<file path="src/rtl/adc_pkg.sv">
// Shared constants for the synchronous ADC capture slice: FSM encodings,
// default sample width and the minimum accumulator width helper.
package adc_pkg;

  localparam int unsigned ADC_BITS_DEF = 12;

  localparam logic [1:0] ST_IDLE  = 2'd0;
  localparam logic [1:0] ST_SETUP = 2'd1;
  localparam logic [1:0] ST_SHIFT = 2'd2;
  localparam logic [1:0] ST_HOLD  = 2'd3;

  // Smallest signed accumulator that cannot wrap over a nominal period.
  function automatic int unsigned acc_w_min(input int unsigned bits, input int unsigned n);
    return bits + $clog2(n) + 1;
  endfunction

endpackage

</file>
<file path="src/rtl/adc_spi_rx.sv">
// Serial read of one ADC sample: chip select, divided sclk and MSB-first
// shift register, with a start/busy/done handshake toward the top.
module adc_spi_rx
  import adc_pkg::*;
#(
  parameter int unsigned ADC_BITS = ADC_BITS_DEF,
  parameter int unsigned SCLK_DIV = 4
) (
  input  logic                clk,
  input  logic                rst,
  input  logic                start,
  input  logic                adc_sdo,
  output logic                adc_cs_n,
  output logic                adc_sclk,
  output logic                busy,
  output logic                done_c,
  output logic [ADC_BITS-1:0] data
);

  localparam int unsigned DIV_W = (SCLK_DIV > 1) ? $clog2(SCLK_DIV) : 1;
  localparam int unsigned BIT_W = (ADC_BITS > 1) ? $clog2(ADC_BITS) : 1;

  logic [1:0]          state, state_n;
  logic [DIV_W-1:0]    div, div_n;
  logic [BIT_W-1:0]    bitc, bitc_n;
  logic                sclk_q, sclk_n;
  logic                cs_n_q, cs_n_n;
  logic                busy_q, busy_n;
  logic [ADC_BITS-1:0] shreg, shreg_n;
  logic                div_last, bit_last;

  assign div_last = (div == DIV_W'(SCLK_DIV - 1));
  assign bit_last = (bitc == BIT_W'(ADC_BITS - 1));

  // State and registered interface outputs
  always_ff @(posedge clk or negedge rst) begin
    if (!rst) begin
      state  <= ST_IDLE;
      div    <= '0;
      bitc   <= '0;
      sclk_q <= 1'b0;
      cs_n_q <= 1'b1;
      busy_q <= 1'b0;
      shreg  <= '0;
    end else begin
      state  <= state_n;
      div    <= div_n;
      bitc   <= bitc_n;
      sclk_q <= sclk_n;
      cs_n_q <= cs_n_n;
      busy_q <= busy_n;
      shreg  <= shreg_n;
    end
  end

  // Next state; every phase lasts SCLK_DIV cycles, data captured as sclk rises
  always_comb begin
    state_n = state;
    div_n   = div;
    bitc_n  = bitc;
    sclk_n  = sclk_q;
    cs_n_n  = cs_n_q;
    busy_n  = busy_q;
    shreg_n = shreg;
    done_c  = 1'b0;
    case (state)
      ST_IDLE: begin
        if (start) begin
          state_n = ST_SETUP;
          cs_n_n  = 1'b0;
          busy_n  = 1'b1;
          div_n   = '0;
        end
      end
      ST_SETUP: begin
        if (div_last) begin
          state_n = ST_SHIFT;
          div_n   = '0;
          bitc_n  = '0;
        end else begin
          div_n = div + DIV_W'(1);
        end
      end
      ST_SHIFT: begin
        if (!div_last) begin
          div_n = div + DIV_W'(1);
        end else if (!sclk_q) begin
          div_n   = '0;
          sclk_n  = 1'b1;
          shreg_n = {shreg[ADC_BITS-2:0], adc_sdo};
        end else begin
          div_n  = '0;
          sclk_n = 1'b0;
          if (bit_last) begin
            state_n = ST_HOLD;
          end else begin
            bitc_n = bitc + BIT_W'(1);
          end
        end
      end
      ST_HOLD: begin
        if (div_last) begin
          state_n = ST_IDLE;
          div_n   = '0;
          cs_n_n  = 1'b1;
          busy_n  = 1'b0;
          done_c  = 1'b1;
        end else begin
          div_n = div + DIV_W'(1);
        end
      end
      default: begin
        state_n = ST_IDLE;
        cs_n_n  = 1'b1;
        busy_n  = 1'b0;
        sclk_n  = 1'b0;
      end
    endcase
  end

  assign adc_cs_n = cs_n_q;
  assign adc_sclk = sclk_q;
  assign busy     = busy_q;
  assign data     = shreg;

endmodule

</file>
<file path="src/rtl/adc_sync_capture.sv">
// Lock-in capture: one SPI ADC read per start_conv edge, each sample signed by
// the stimulus half and summed over one stimulus period.
module adc_sync_capture
  import adc_pkg::*;
#(
  parameter int unsigned ADC_BITS           = ADC_BITS_DEF,
  parameter int unsigned SCLK_DIV           = 4,
  parameter int unsigned SAMPLES_PER_PERIOD = 32,
  parameter int unsigned ACC_W              = 20
) (
  input  logic                    clk,
  input  logic                    rst,
  input  logic                    start_conv,
  input  logic                    new_period,
  input  logic                    phaze,
  input  logic                    adc_sdo,
  output logic                    adc_cs_n,
  output logic                    adc_sclk,
  output logic [ADC_BITS-1:0]     sample,
  output logic                    sample_valid,
  output logic signed [ACC_W-1:0] result,
  output logic                    result_valid,
  output logic                    result_err,
  output logic                    overrun,
  output logic                    busy
);

  localparam int unsigned CNT_W = $clog2(SAMPLES_PER_PERIOD + 1);

  logic                    start_conv_d;
  logic                    start_edge_c;
  logic                    accept_c;
  logic                    ph_l, first_l, armed;
  logic                    rx_busy, rx_done_c;
  logic [ADC_BITS-1:0]     rx_data;
  logic [CNT_W-1:0]        cnt;
  logic signed [ACC_W-1:0] acc;
  logic signed [ACC_W-1:0] mag_c, term_c;

  assign start_edge_c = start_conv & ~start_conv_d;
  assign accept_c     = start_edge_c & ~rx_busy;

  adc_spi_rx #(
    .ADC_BITS (ADC_BITS),
    .SCLK_DIV (SCLK_DIV)
  ) u_rx (
    .clk      (clk),
    .rst      (rst),
    .start    (accept_c),
    .adc_sdo  (adc_sdo),
    .adc_cs_n (adc_cs_n),
    .adc_sclk (adc_sclk),
    .busy     (rx_busy),
    .done_c   (rx_done_c),
    .data     (rx_data)
  );

  // Sample signed by the stimulus half latched at conversion start
  always_comb begin
    mag_c  = ACC_W'(rx_data);
    term_c = ph_l ? mag_c : -mag_c;
  end

  always_ff @(posedge clk or negedge rst) begin
    if (!rst) begin
      start_conv_d <= 1'b0;
      ph_l         <= 1'b0;
      first_l      <= 1'b0;
      armed        <= 1'b0;
      cnt          <= '0;
      acc          <= '0;
      sample       <= '0;
      sample_valid <= 1'b0;
      result       <= '0;
      result_valid <= 1'b0;
      result_err   <= 1'b0;
      overrun      <= 1'b0;
    end else begin
      start_conv_d <= start_conv;
      sample_valid <= 1'b0;
      result_valid <= 1'b0;
      overrun      <= start_edge_c & rx_busy;
      if (accept_c) begin
        ph_l    <= phaze;
        first_l <= new_period;
      end
      if (rx_done_c) begin
        sample       <= rx_data;
        sample_valid <= 1'b1;
        // First sample of a period closes the previous one, if it was armed
        if (first_l) begin
          if (armed) begin
            result       <= acc;
            result_err   <= (cnt != CNT_W'(SAMPLES_PER_PERIOD));
            result_valid <= 1'b1;
          end
          armed <= 1'b1;
          acc   <= term_c;
          cnt   <= CNT_W'(1);
        end else begin
          acc <= acc + term_c;
          if (cnt != {CNT_W{1'b1}}) cnt <= cnt + CNT_W'(1);
        end
      end
    end
  end

  assign busy = rx_busy;

endmodule
</file>
<file path="config.mk">
export PLATFORM = sky130hd
export DESIGN_NAME = adc_sync_capture
export DESIGN_NICKNAME = d
export VERILOG_FILES = /design/src/rtl/adc_pkg.sv /design/src/rtl/adc_spi_rx.sv /design/src/rtl/adc_sync_capture.sv
export SDC_FILE = /design/constraint.sdc
export NUM_CORES = 1
export LEC_CHECK = 0
export ABC_AREA = 1
export CAP_MARGIN = 0
export CORE_UTILIZATION = 57
export DETAILED_ROUTE_END_ITERATION = 16
export PLACE_DENSITY_LB_ADDON = 0.2
export REMOVE_ABC_BUFFERS = 1
export SLEW_MARGIN = 25
export SYNTH_ARGS = -nofsm -noshare
export SYNTH_HDL_FRONTEND = slang
export SYNTH_SLANG_ARGS = --single-unit
</file>
<file path="constraint.sdc">
create_clock -name clk -period 2.6 [get_ports clk]
set_input_delay 0.39 -clock clk [delete_from_list [all_inputs] [get_ports clk]]
set_output_delay 0.39 -clock clk [all_outputs]
set_load 0.02 [all_outputs]
</file>
# [Yosys cells after proc, flatten, opt, wreduce, memory -nomap -nowiden]
# Cells that the tools add are included.
[totals] regBits=89 inputBits=6 output_inout_bits=39 word_cells=89
[classes] n_addsub=5 eq_ne=14 n_mux=32 n_bitwise=6 n_reduce_logical=13
[op_table] op="$mux 20" n=2
[op_table] op="$add 20x20->20" n=1
[op_table] op="$neg 12->20" n=1
[op_table] op="$mux 2" n=8
[op_table] op="$mux 4" n=4
[op_table] op="$mux 6" n=2
[op_table] op="$ne 6x6->1 const B" n=2
[op_table] op="$mux 1" n=11
[op_table] op="$ne 2x1->1 const B" n=5
[op_table] op="$reduce_and 3->1" n=3
[op_table] op="$pmux 2 s4" n=1
[op_table] op="$pmux 4 s2" n=1
[op_table] op="$add 6x1->6 const B" n=1
[op_table] op="$eq 2x2->1 const B" n=3
[op_table] op="$reduce_and 2->1" n=3
[op_table] op="$reduce_and 6->1" n=1
[op_table] op="$reduce_bool 2->1" n=3
[op_table] op="$reduce_and 5->1" n=1
[op_table] op="$add 4x1->4 const B" n=1
[op_table] op="$eq 4x4->1 const B" n=1
[op_table] op="$ne 2x2->1 const B" n=2
[op_table] op="$pmux 1 s2" n=2
[op_table] op="$pmux 2 s2" n=1
[op_table] op="$and 1x1->1" n=3
[op_table] op="5 further kinds" n=7

# [Logic depth before layout (Yosys ltp)]
# Gate-level depths: netlist (run 1).
[logic_depth] depth_word=5 mapped_depth=19 ltp_nobuf=19

# [Modules after synthesis]
# A second synthesis (run 1) with hierarchy kept.
[unflattened] hier_cells=728 hier_area_um2=5392.7
[modules_own_cells] mod="adc_sync_capture" instances=1 cells_each=593 area_per_inst_um2=4252.8 seq_area_each_um2=1651.6
[modules_own_cells] mod="adc_spi_rx" instances=1 cells_each=135 area_per_inst_um2=1139.8 seq_area_each_um2=576.8

# [Worst setup path after synthesis (run 1)]
# No wires, ideal clock.
[synth_timing] path_kind="flip-flop to flip-flop" from="register u_rx.shreg[0] (netlist: u_rx.data[0])" to="register acc[15]" setup_ns=0.113 t_arrival_ns=2.286 required_ns=2.487 setup_slack_ns=0.201 path_stages_with_launch=18 n_path_buf=0 synth_period_minus_slack_ns=2.399 cell_sequence="dfrtp_1 -> inv_1 -> ha_1 -> inv_1 -> nor2_2 -> nand4_1 -> o21ai_1 -> xor2_1 -> ha_1 -> nand2_1 -> inv_1 -> a21oi_1 -> nor2_1 -> nor2_1 -> a21o_1 -> nand3_1 -> nand2_1 -> inv_1"
[synth_via] elab_chain_cells=4
[synth_rtl] element="start, declared" line_no="adc_spi_rx.sv:29" source="logic [ADC_BITS-1:0] shreg, shreg_n;"
[synth_rtl] element="start signal, assigned" line_no="adc_spi_rx.sv:52" source="shreg <= shreg_n;"
[synth_rtl] element="$neg 12->20" line_no="adc_sync_capture.sv:61" source="term_c = ph_l ? mag_c : -mag_c;"
[synth_rtl] element="$mux 20 (*)" line_no="adc_sync_capture.sv:61"
[synth_rtl] element="$add 20x20->20" line_no="adc_sync_capture.sv:101" source="acc <= acc + term_c;"
[synth_rtl] element="$mux 20 (*)" line_no="adc_sync_capture.sv:91" source="if (first_l) begin"
[synth_rtl] element="end signal, assigned" line_no="adc_sync_capture.sv:98" source="acc <= term_c;"
[synth_rtl] element="end signal, assigned" line_no="adc_sync_capture.sv:101"
[synth_rtl] element="end, declared" line_no="adc_sync_capture.sv:37" source="logic signed [ACC_W-1:0] acc;"
# Mark *: on every way between the ends. The rest lies on a longest branch, timed or not.
# A chain may end at the register's enable or synchronous reset.

# [Final worst setup path (run 1)]
[layout_timing] from="register u_rx.shreg[1] (netlist: u_rx.data[1])" to="register acc[15]"
# Same word-level chain as after synthesis.

==> impl_metrics.tcl, run 1 <==
set metrics [dict create \
    crit_path_frequent_cell "inv_2" \
    drv_cap 0 \
    worst_pin_slew_ps 454.4 \
    p_clk_share_pct 15.3 \
    yosys-top-cells-area "dfrtp_1, nand2_1, ha_1" \
    grtUsageTotal_pct 27.65 \
    cts_buffers 9 \
    period_share_pct 104.5 \
    mostFrequentLayoutCell "nand2_1" \
    final_net_count 755 \
    post-route-util_pct 76.51 \
    finalClockSkew_ps 9.979 \
    seqPwrFrac_pct 27.3 \
    grt_pass1_vias 4558 \
    startpoint_type "flip-flop" \
    syn_area_mm2 0.005119 \
    switching_share_pct 44.13 \
    coreArea_mm2 0.008721 \
    grt_max_degree 37 \
    remaining_drc_errors 0 \
    violations "setup timing" \
    synth_cell_types 39 \
    ir_drop_mv 0.6888 \
    route.vias.total 4751 \
    worstHoldPathCells 3 \
    fmax_ghz 0.3679 \
    combPwrFrac_pct 57.4 \
    critPathKind "flip-flop to flip-flop" \
    drive_gt1_share_pct 23.13 \
    register_area_mm2 0.002228 \
    avgSynthCellArea_um2 8.151 \
    cts_sinks 89 \
    ant_nets 0 \
    ios 45 \
    rsz0062_at_grt "yes" \
    fin_crit_ps 2718 \
    cp_top_family "simple AND/OR/NAND/NOR gates" \
    critPathCaptureType "flip-flop" \
    clock-root-buffer "clkbuf_8" \
    cts_max_path_buffers 2 \
    power_w 0.007355 \
    drt_iter0_markers 314 \
    worstPathArrival_ps 2970 \
    internal-power_w 0.004109 \
    path_cells "inv_2, ha_4, inv_2, nor2_4, nand4_1, o21ai_2, xor2_1, ha_1, nand2_2, inv_2, a21oi_4, nor2_2, nor2_2, a21o_1, nand3_1, nand2_1, inv_1" \
    row_count 34 \
    drtPass1Iterations 6 \
    ys.warnings.count 0 \
    cts_tree "yes" \
    fillers 594 \
    setup_ws_ps -118.0 \
    critPathBufInv 4 \
    most-common-layout-cells "nand2_1, dfrtp_1, inv_1, o21ai_0" \
    max-slew-margin-rel_pct 69.71 \
    setup_viol 10 \
    cp.depth 17 \
    fp.dieH_um 96.77 \
    h-tree-depth 3 \
    yosysSeqAreaShare_pct 43.53 \
    antenna_found_initial 0 \
    cp_slowest_cell "dfrtp_1" \
    grt_pass1_wl_um 20990 \
    hold_viol_final 0 \
    fp.dieW_um 96.77 \
    gp_congestion 0.9071 \
    overflow 0 \
    via_per_inst 5.724 \
    cellLeakagePower_nw 3.282 \
    power_density_mw_per_mm2 1102 \
    timing.final.max_slew_violations 0 \
    multiInputGateArea_mm2 0.002958 \
    placed_area_mm2 0.005821 \
    port-buffer-count 44 \
    wirelength_um 13480 \
    n_antenna_cell 0 \
    switching_power_w 0.003246 \
    hpwl_um 8693 \
    critical_path_required_ps 2860 \
    clock_latency_ps 360 \
    area_growth_pct 30.36 \
    rr_worst_depth 17 \
    synth.largest_area_cell "dfrtp_1" \
    syn_inst 628 \
    dieArea_mm2 0.009363 \
    fin_area_mm2 0.006673 \
    min_path_type "flip-flop to flip-flop" \
    synth-seq-cells 89 \
    start_util_pct 58.69 \
    path_max_fanout 4 \
    clk_pin_slew_ps 100 \
    synth_top_area_share_pct 43.02 \
    run_status "complete, but fails checks" \
    wl_per_cell_um 16.24 \
    crit_path_max_incr_delay_ps 420 \
]
==> cells by family (layout without fill, tap and decap cells) <==
| kind of cell | after synthesis | count (layout) | share of synthesized area, % |
|---|---|---|---|
| AND/OR/NAND/NOR | 271 | 271 | 23.00 |
| AO/OA/AOI/OAI | 107 | 107 | 11.00 |
| buffers and inverters | 95 | 189 | 7.602 |
| flip-flops | 89 | 89 | 43.53 |
| adder cells (fa/ha/maj) | 32 | 32 | 7.969 |
| multiplexers | 19 | 19 | 4.180 |
| XOR/XNOR | 15 | 15 | 2.713 |
==> sequential cells by signal (all words and copies together), names as in the netlist <==
name and cells:
u_rx.state 2, result_valid 1, sample_valid 1, u_rx.adc_cs_n 1, cnt 6, overrun 1, first_l 1, u_rx.busy 1
u_rx.data 12, sample 12, acc 20, result_err 1, u_rx.div 2, result 20, u_rx.adc_sclk 1, start_conv_d 1
ph_l 1, armed 1, u_rx.bitc 4
==> cell type report <==
type	count	share of cell area, %
clock buffer	10	2.063
timing repair buffer	89	11.96
tap	108	2.025
sequential	89	33.40
multi-input combinational	444	44.33
inverter	84	4.763
clock inverter	6	1.463
==> worst register-to-register path: stages (launching register included) <==
cell and delay (ps):
dfrtp_1 420, inv_2 100, ha_4 130, inv_2 40, nor2_4 100, nand4_1 170
o21ai_2 180, xor2_1 230, ha_1 340, nand2_2 130, inv_2 50, a21oi_4 190
nor2_2 70, nor2_2 120, a21o_1 130, nand3_1 60, nand2_1 80, inv_1 50
==> metrics by stage <==
stage | setup WS [ps] | TNS (ps) | cells | hold WS [ps]
2_1_floorplan | 201.0 | 0 | 617 | 94.41
3_3_place_gp | 17.00 | 0 | 794 | 364.8
3_5_place_dp | -114.0 | -338.1 | 794 | 370.5
4_1_cts | -27.52 | -129.7 | 821 | 480.8
5_1_grt | -290.1 | -2440 | 830 | 511.4
6_report | -118.0 | -605.7 | 830 | 482.7
==> power groups by stage <==
stage               Sequential, W  Clock (W)  Combinational [W]
finish                    0.00201    0.00113            0.00422
global placement          0.00197          0            0.00304
floorplan                 0.00207          0            0.00200
global route              0.00205    0.00119            0.00460
CTS                       0.00197    0.00114            0.00342
detailed placement        0.00199          0            0.00315
==> worst paths after layout <==
check / start / to / slack (ps)
worst min register to register: start_conv_d / overrun / 480
worst max register to register: u_rx.data[1] / acc[15] / -120
max in group asynchronous: rst / u_rx.data[6] / 1450
worst max-delay path: u_rx.data[1] / acc[15] / -120
min in group asynchronous: rst / result_valid / 510
worst min-delay path: start_conv_d / overrun / 480
==> what timing repair did <==
item | CTS | global route
pin swaps | 11 | 38
hold buffers | 1 | 0
resized for setup | 19 | 86
endpoints found under the setup margin | 11 | 14
buffers inserted | 10 | 9
hold endpoints to repair | 33 | 0
==> Yosys cell counts, drive strengths merged <==
master and instances:
clkbuf 5, xnor2 4, nor2 57, dfrtp 88
mux2 19, ha 31, a21o 1, o21a 1
dfstp 1, or2 1, o211ai 5, fa 1
nor3 6, and2 1, a21oi 42, o22ai 5
nand3b 3, o21ai 51, nand3 42, buf 6
o21bai 1, a31oi 1, nand2 155, xor2 11
nand4 5, inv 84, nor3b 1
==> routing by layer <==
metal	wire, um	vias up	GRT usage [%]
li1	-	2206	-
met1	5594	2253	36.51
met2	6424	217	45.29
met3	894	75	5.202
met4	568	0	10.56
met5	0	-	0
No activity file was read; power rests on OpenSTA's default activity.
==> run 2: changes to the inputs <==
--- a/config.mk
+++ b/config.mk
@@ -7,7 +7,7 @@
 export LEC_CHECK = 0
 export ABC_AREA = 1
 export CAP_MARGIN = 0
-export CORE_UTILIZATION = 57
+export CORE_UTILIZATION = 45
 export DETAILED_ROUTE_END_ITERATION = 16
 export PLACE_DENSITY_LB_ADDON = 0.2
 export REMOVE_ABC_BUFFERS = 1
==> run 2 against run 1 <==
The run now ends clean. Clock skew down 2.1 ps. Clock power is 9% higher. Hold slack worse by 3.2 ps. Fmax increased by 6.1%. Worst setup slack improved by 160 ps. Count of clock-buffer cells in the layout stayed put. Critical endpoint is now acc[19]. Largest cell class unchanged.
==> impl_metrics.tcl, run 2 (synthesized netlist as in run 1, its figures left out) <==
set metrics [dict create \
    run_status "finished clean" \
    period_share_pct 98.51 \
    row_count 38 \
    cts_tree "yes" \
    cts_max_path_buffers 2 \
    clk_pin_slew_ps 70 \
    top_regs "acc (20), result (20)" \
    antenna_found_initial 0 \
    fin_crit_ps 2561 \
    grt_max_degree 61 \
    wirelength_um 12350 \
    wl_per_cell_um 14.37 \
    most-common-layout-cells "nand2_1, dfrtp_1, inv_1, o21ai_0, clkdlybuf4s50_1" \
    cp_slowest_cell "dfrtp_1" \
    route.vias.total 4461 \
    timing.final.max_slew_violations 0 \
    area_growth_pct 31.41 \
    overflow 0 \
    r2r_setup_slack_ps 40 \
    crit_path_frequent_cell "nand2_2" \
    critical_path_required_ps 2840 \
    path_cells "buf_6, nor3_4, inv_1, nor2_2, nor2_1, xor2_1, ha_1, nand2_2, buf_4, nor2_1, nand2_1, nand2_2, nand2_2, nand2_2, nand2_1, nand3_1, nand2_1" \
    final_net_count 752 \
    path_max_fanout 4 \
    hpwl_um 8648 \
    via_per_inst 5.193 \
    cts_sinks 89 \
    pre_cts_ws_ps -91.62 \
    rsz0062_at_grt "yes" \
    fp.dieH_um 108.7 \
    fp.dieW_um 108.7 \
    power_density_mw_per_mm2 1092 \
    coreArea_mm2 0.01098 \
    drt_iter0_markers 207 \
    dieArea_mm2 0.01180 \
    fin_cells 859 \
    worst_pin_slew_ps 470.4 \
    n_antenna_cell 0 \
    fmax_ghz 0.3904 \
    h-tree-depth 3 \
    clock_latency_ps 350 \
    finalClockSkew_ps 7.925 \
    fillers 934 \
    mostFrequentLayoutCell "nand2_1" \
    grt_pass1_wl_um 20670 \
    gp_congestion 0.8663 \
    crit_path_max_incr_delay_ps 420 \
    placed_cells 828 \
    drv_cap 0 \
    drive_gt1_share_pct 23.78 \
    ant_nets 0 \
    max-slew-margin-rel_pct 68.31 \
    setup_ws_ps 38.62 \
    hold_viol_final 0 \
    ios 45 \
    clock-root-buffer "clkbuf_16" \
    startpoint_type "flip-flop" \
    grt_pass1_vias 4368 \
    min_path_type "flip-flop to flip-flop" \
    worstPathArrival_ps 2800 \
    critPathKind "flip-flop to flip-flop" \
    start_util_pct 46.61 \
    port-buffer-count 44 \
    cts_buffers 9 \
    drtPass1Iterations 5 \
    remaining_drc_errors 0 \
    critPathCaptureType "flip-flop" \
    grtUsageTotal_pct 22.95 \
    setup_viol 0 \
    cellLeakagePower_nw 3.282 \
    ir_drop_mv 0.5462 \
]
[run 2: cell count changes in the layout (fill, tap and decap cells not counted), sizes merged]
cell,previous run,this run
clkinv,1,3
bufinv,2,0
inv,87,85
clkinvlp,0,2
buf,45,42
[run 2: repair_timing]
action                                  4_1_cts  5_1_grt
resized for setup                            22       90
pin swaps                                    12       48
setup buffers                                 8        6
endpoints found under the setup margin       11       13
endpoints found under the hold margin        29        0
hold buffers                                  1        0
[run 2: final timing paths]
path,cells past startpoint,endpoint,start
max,17,acc[19],u_rx.data[0]
min,3,overrun,start_conv_d
max reg2reg,17,acc[19],u_rx.data[0]
min reg2reg,3,overrun,start_conv_d
max in group asynchronous,3,u_rx.adc_cs_n,rst
min in group asynchronous,2,result_valid,rst
[run 2: power breakdown]
group | switching [W] | leakage, nW | total (W) | internal (W)
clock network | 0.000553 | 0.135 | 0.00123 | 0.000675
registers | 0.000277 | 1.19 | 0.00199 | 0.00171
logic | 0.00235 | 1.96 | 0.00413 | 0.00178
total | 0.00318 | 3.28 | 0.00734 | 0.00417
[run 2: metrics by stage]
stage	TNS [ps]	total power [W]	util [%]	hold slack, ps	instance area (um^2)
after floorplan	0	0.004070	-	94.41	5047
after global placement	0	0.005071	53.50	346.5	5876
after detailed placement	-379.4	0.005155	53.50	347.4	5876
after CTS	-10.53	0.006647	57.50	480.8	6315
after global routing	-1130	0.007922	61.24	506.0	6726
final	0	0.007345	61.24	479.5	6726
[run 2: area by class of cell]
cell class	instances	area, um^2	area share (%)
Inverter	84	320.3	4.762
Clock buffer	10	239.0	3.553
Tap cell	140	175.2	2.604
Multi-Input combinational cell	444	2945	43.79
Timing Repair Buffer	86	775.7	11.53
Clock inverter	6	42.54	0.6324
Sequential cell	89	2228	33.13
[run 2: critical path: cells and delay by family (launching register included)]
family / cells / cell delay [ps]
buffers and inverters: 3 / 360
and+or+nand+nor: 12 / 1100
adders and majority gates: 1 / 410
DFF: 1 / 420
xor gates and xnor gates: 1 / 160
[run 2: per-layer routing]
layer / track usage [%] / part of all wire (%) / routed length, um / up-vias
li1: - / - / - / 2208
met1: 30.75 / 46 / 5666 / 2153
met2: 36.66 / 48 / 5956 / 84
met3: 3.586 / 4.0 / 495 / 16
met4: 10.42 / 1.9 / 230 / 0
met5: 0 / 0 / 0 / -
==> run 3: changes to the inputs <==
--- a/config.mk
+++ b/config.mk
@@ -9,6 +9,7 @@
 export CAP_MARGIN = 0
 export CORE_UTILIZATION = 45
 export DETAILED_ROUTE_END_ITERATION = 16
+export MAX_ROUTING_LAYER = met4
 export PLACE_DENSITY_LB_ADDON = 0.2
 export REMOVE_ABC_BUFFERS = 1
 export SLEW_MARGIN = 25
==> run 3 against run 2 <==
The run now ends with setup timing left. Via count increased by 0.31%. Final area decreased by 0.69%. Critical path depth unchanged. Fmax fell by 2.7%. Register-to-register slack worse by 70 ps. Largest cell class unchanged. Largest power group unchanged. Critical path type unchanged. Die area did not move. Non-clock buffer count up 3.
==> impl_metrics.tcl, run 3 (synthesized netlist as in run 1, its figures left out) <==
set metrics [dict create \
    rsz0062_at_grt "yes" \
    mostFrequentLayoutCell "nand2_1" \
    ant_nets 0 \
    finalClockSkew_ps 9.161 \
    drive_gt1_share_pct 22.02 \
    setup_viol 2 \
    drtPass1Iterations 5 \
    grt_pass1_wl_um 20500 \
    fin_crit_ps 2633 \
    via_per_inst 5.191 \
    fp.dieW_um 108.7 \
    hold_viol_final 0 \
    cp_slowest_cell "dfrtp_1" \
    start_util_pct 46.61 \
    worstPathArrival_ps 2870 \
    min_path_type "primary input to asynchronous set/reset pin" \
    final_net_count 755 \
    pre_cts_ws_ps -74.05 \
    path_max_fanout 4 \
    run_status "complete, but fails checks" \
    clock-root-buffer "clkbuf_16" \
    cellLeakagePower_nw 3.269 \
    worst_pin_slew_ps 476.9 \
    clk_pin_slew_ps 70 \
    hpwl_um 8840 \
    drt_iter0_markers 208 \
    critPathCaptureType "flip-flop" \
    power_w 0.007323 \
    max-slew-margin-rel_pct 68.20 \
    drv_cap 0 \
    area_growth_pct 30.51 \
    power_density_mw_per_mm2 1096 \
    critPathBufInv 4 \
    ios 45 \
    top_regs "acc (20), result (20)" \
    h-tree-depth 3 \
    timing.final.max_slew_violations 0 \
    fmax_ghz 0.3797 \
    period_share_pct 101.3 \
    coreArea_mm2 0.01098 \
    critPathKind "flip-flop to flip-flop" \
    antenna_found_initial 0 \
    grt_max_degree 56 \
    cp_top_family "simple AND/OR/NAND/NOR gates" \
    wl_per_cell_um 14.61 \
    port-buffer-count 44 \
    gp_congestion 0.8863 \
    violations "setup timing" \
    cts_tree "yes" \
    fp.dieH_um 108.7 \
    cts_buffers 9 \
    setup_ws_ps -33.39 \
    crit_path_max_incr_delay_ps 410 \
    n_antenna_cell 0 \
    cts_sinks 89 \
    critical_path_required_ps 2840 \
    overflow 0 \
    wirelength_um 12600 \
    most-common-layout-cells "nand2_1, dfrtp_1, inv_1, nor2_1, buf_4" \
    ir_drop_mv 0.6201 \
    grt_pass1_vias 4321 \
    dieArea_mm2 0.01180 \
    startpoint_type "flip-flop" \
    cts_max_path_buffers 2 \
    remaining_drc_errors 0 \
    grtUsageTotal_pct 22.98 \
    path_cells "inv_2, ha_4, inv_4, nor2_4, nand4_1, o21ai_1, xor2_1, ha_1, nand2_2, inv_2, a21oi_2, nor2_1, nor2_1, a21o_1, nand3_1, nand2_1, inv_1" \
    route.vias.total 4475 \
    row_count 38 \
    clock_latency_ps 340 \
]
run 3: cell types whose count changed in the layout (fill, tap and decap cells not counted), sizes merged:
cell,previous run,this run
dlygate4sd3,1,0
buf,42,46
clkbuf,10,11
clkinvlp,2,1
run 3: metal layers:
metal | part of all wire, % | GRT usage, %
met5 | 0 | -
met4 | 1.5 | 6.371
met1 | 46 | 29.74
met2 | 49 | 37.21
met3 | 3.2 | 3.945
run 3: area by class of cell:
type                    count  area, um^2
multi-input cells         444        2894
clock buffers              11       232.7
well taps                 140       175.2
inverters                  84       320.3
repair buffers             89       788.3
flip-flops and latches     89        2228
fillers                   963        4303
clock inverters             5       41.29
run 3: what timing repair did:
item | in CTS | in global routing
endpoints found under the setup margin | 10 | 13
pin swaps | 6 | 42
resized for setup | 11 | 82
hold buffers | 0 | 0
buffers inserted | 4 | 11
cloned | 0 | 0
run 3: stage by stage:
step / util (%) / cells / cell area (um^2) / TNS [ps] / hold WS [ps]
6_report: 60.82 / 862 / 6680 / -45.75 / 3.753
4_1_cts: 56.90 / 851 / 6250 / -53.67 / 23.14
2_1_floorplan: - / 617 / 5047 / 0 / 94.41
5_1_grt: 60.82 / 862 / 6680 / -1456 / 30.75
3_5_place_dp: 53.70 / 831 / 5898 / -305.9 / 386.0
3_3_place_gp: 53.70 / 831 / 5898 / 0 / 380.4
run 3: final timing paths:
path                              start             to  slack (ps)  cells past startpoint
hold / removal                      rst   result_valid           4                      1
setup / recovery           u_rx.data[1]        acc[15]         -30                     17
setup reg to reg           u_rx.data[1]        acc[15]         -30                     17
max in group asynchronous           rst  u_rx.adc_cs_n        1890                      2
min in group clk              result[6]      result[6]         480                      1
hold reg to reg               result[6]      result[6]         480                      1
run 3: power by group:
group,leakage [nW],internal [W],switching [W],total [W]
clock,0.132,0.000657,0.000565,0.00122
combinational,1.95,0.00180,0.00228,0.00408
sequential,1.19,0.00171,0.000304,0.00202
total,3.27,0.00417,0.00315,0.00732
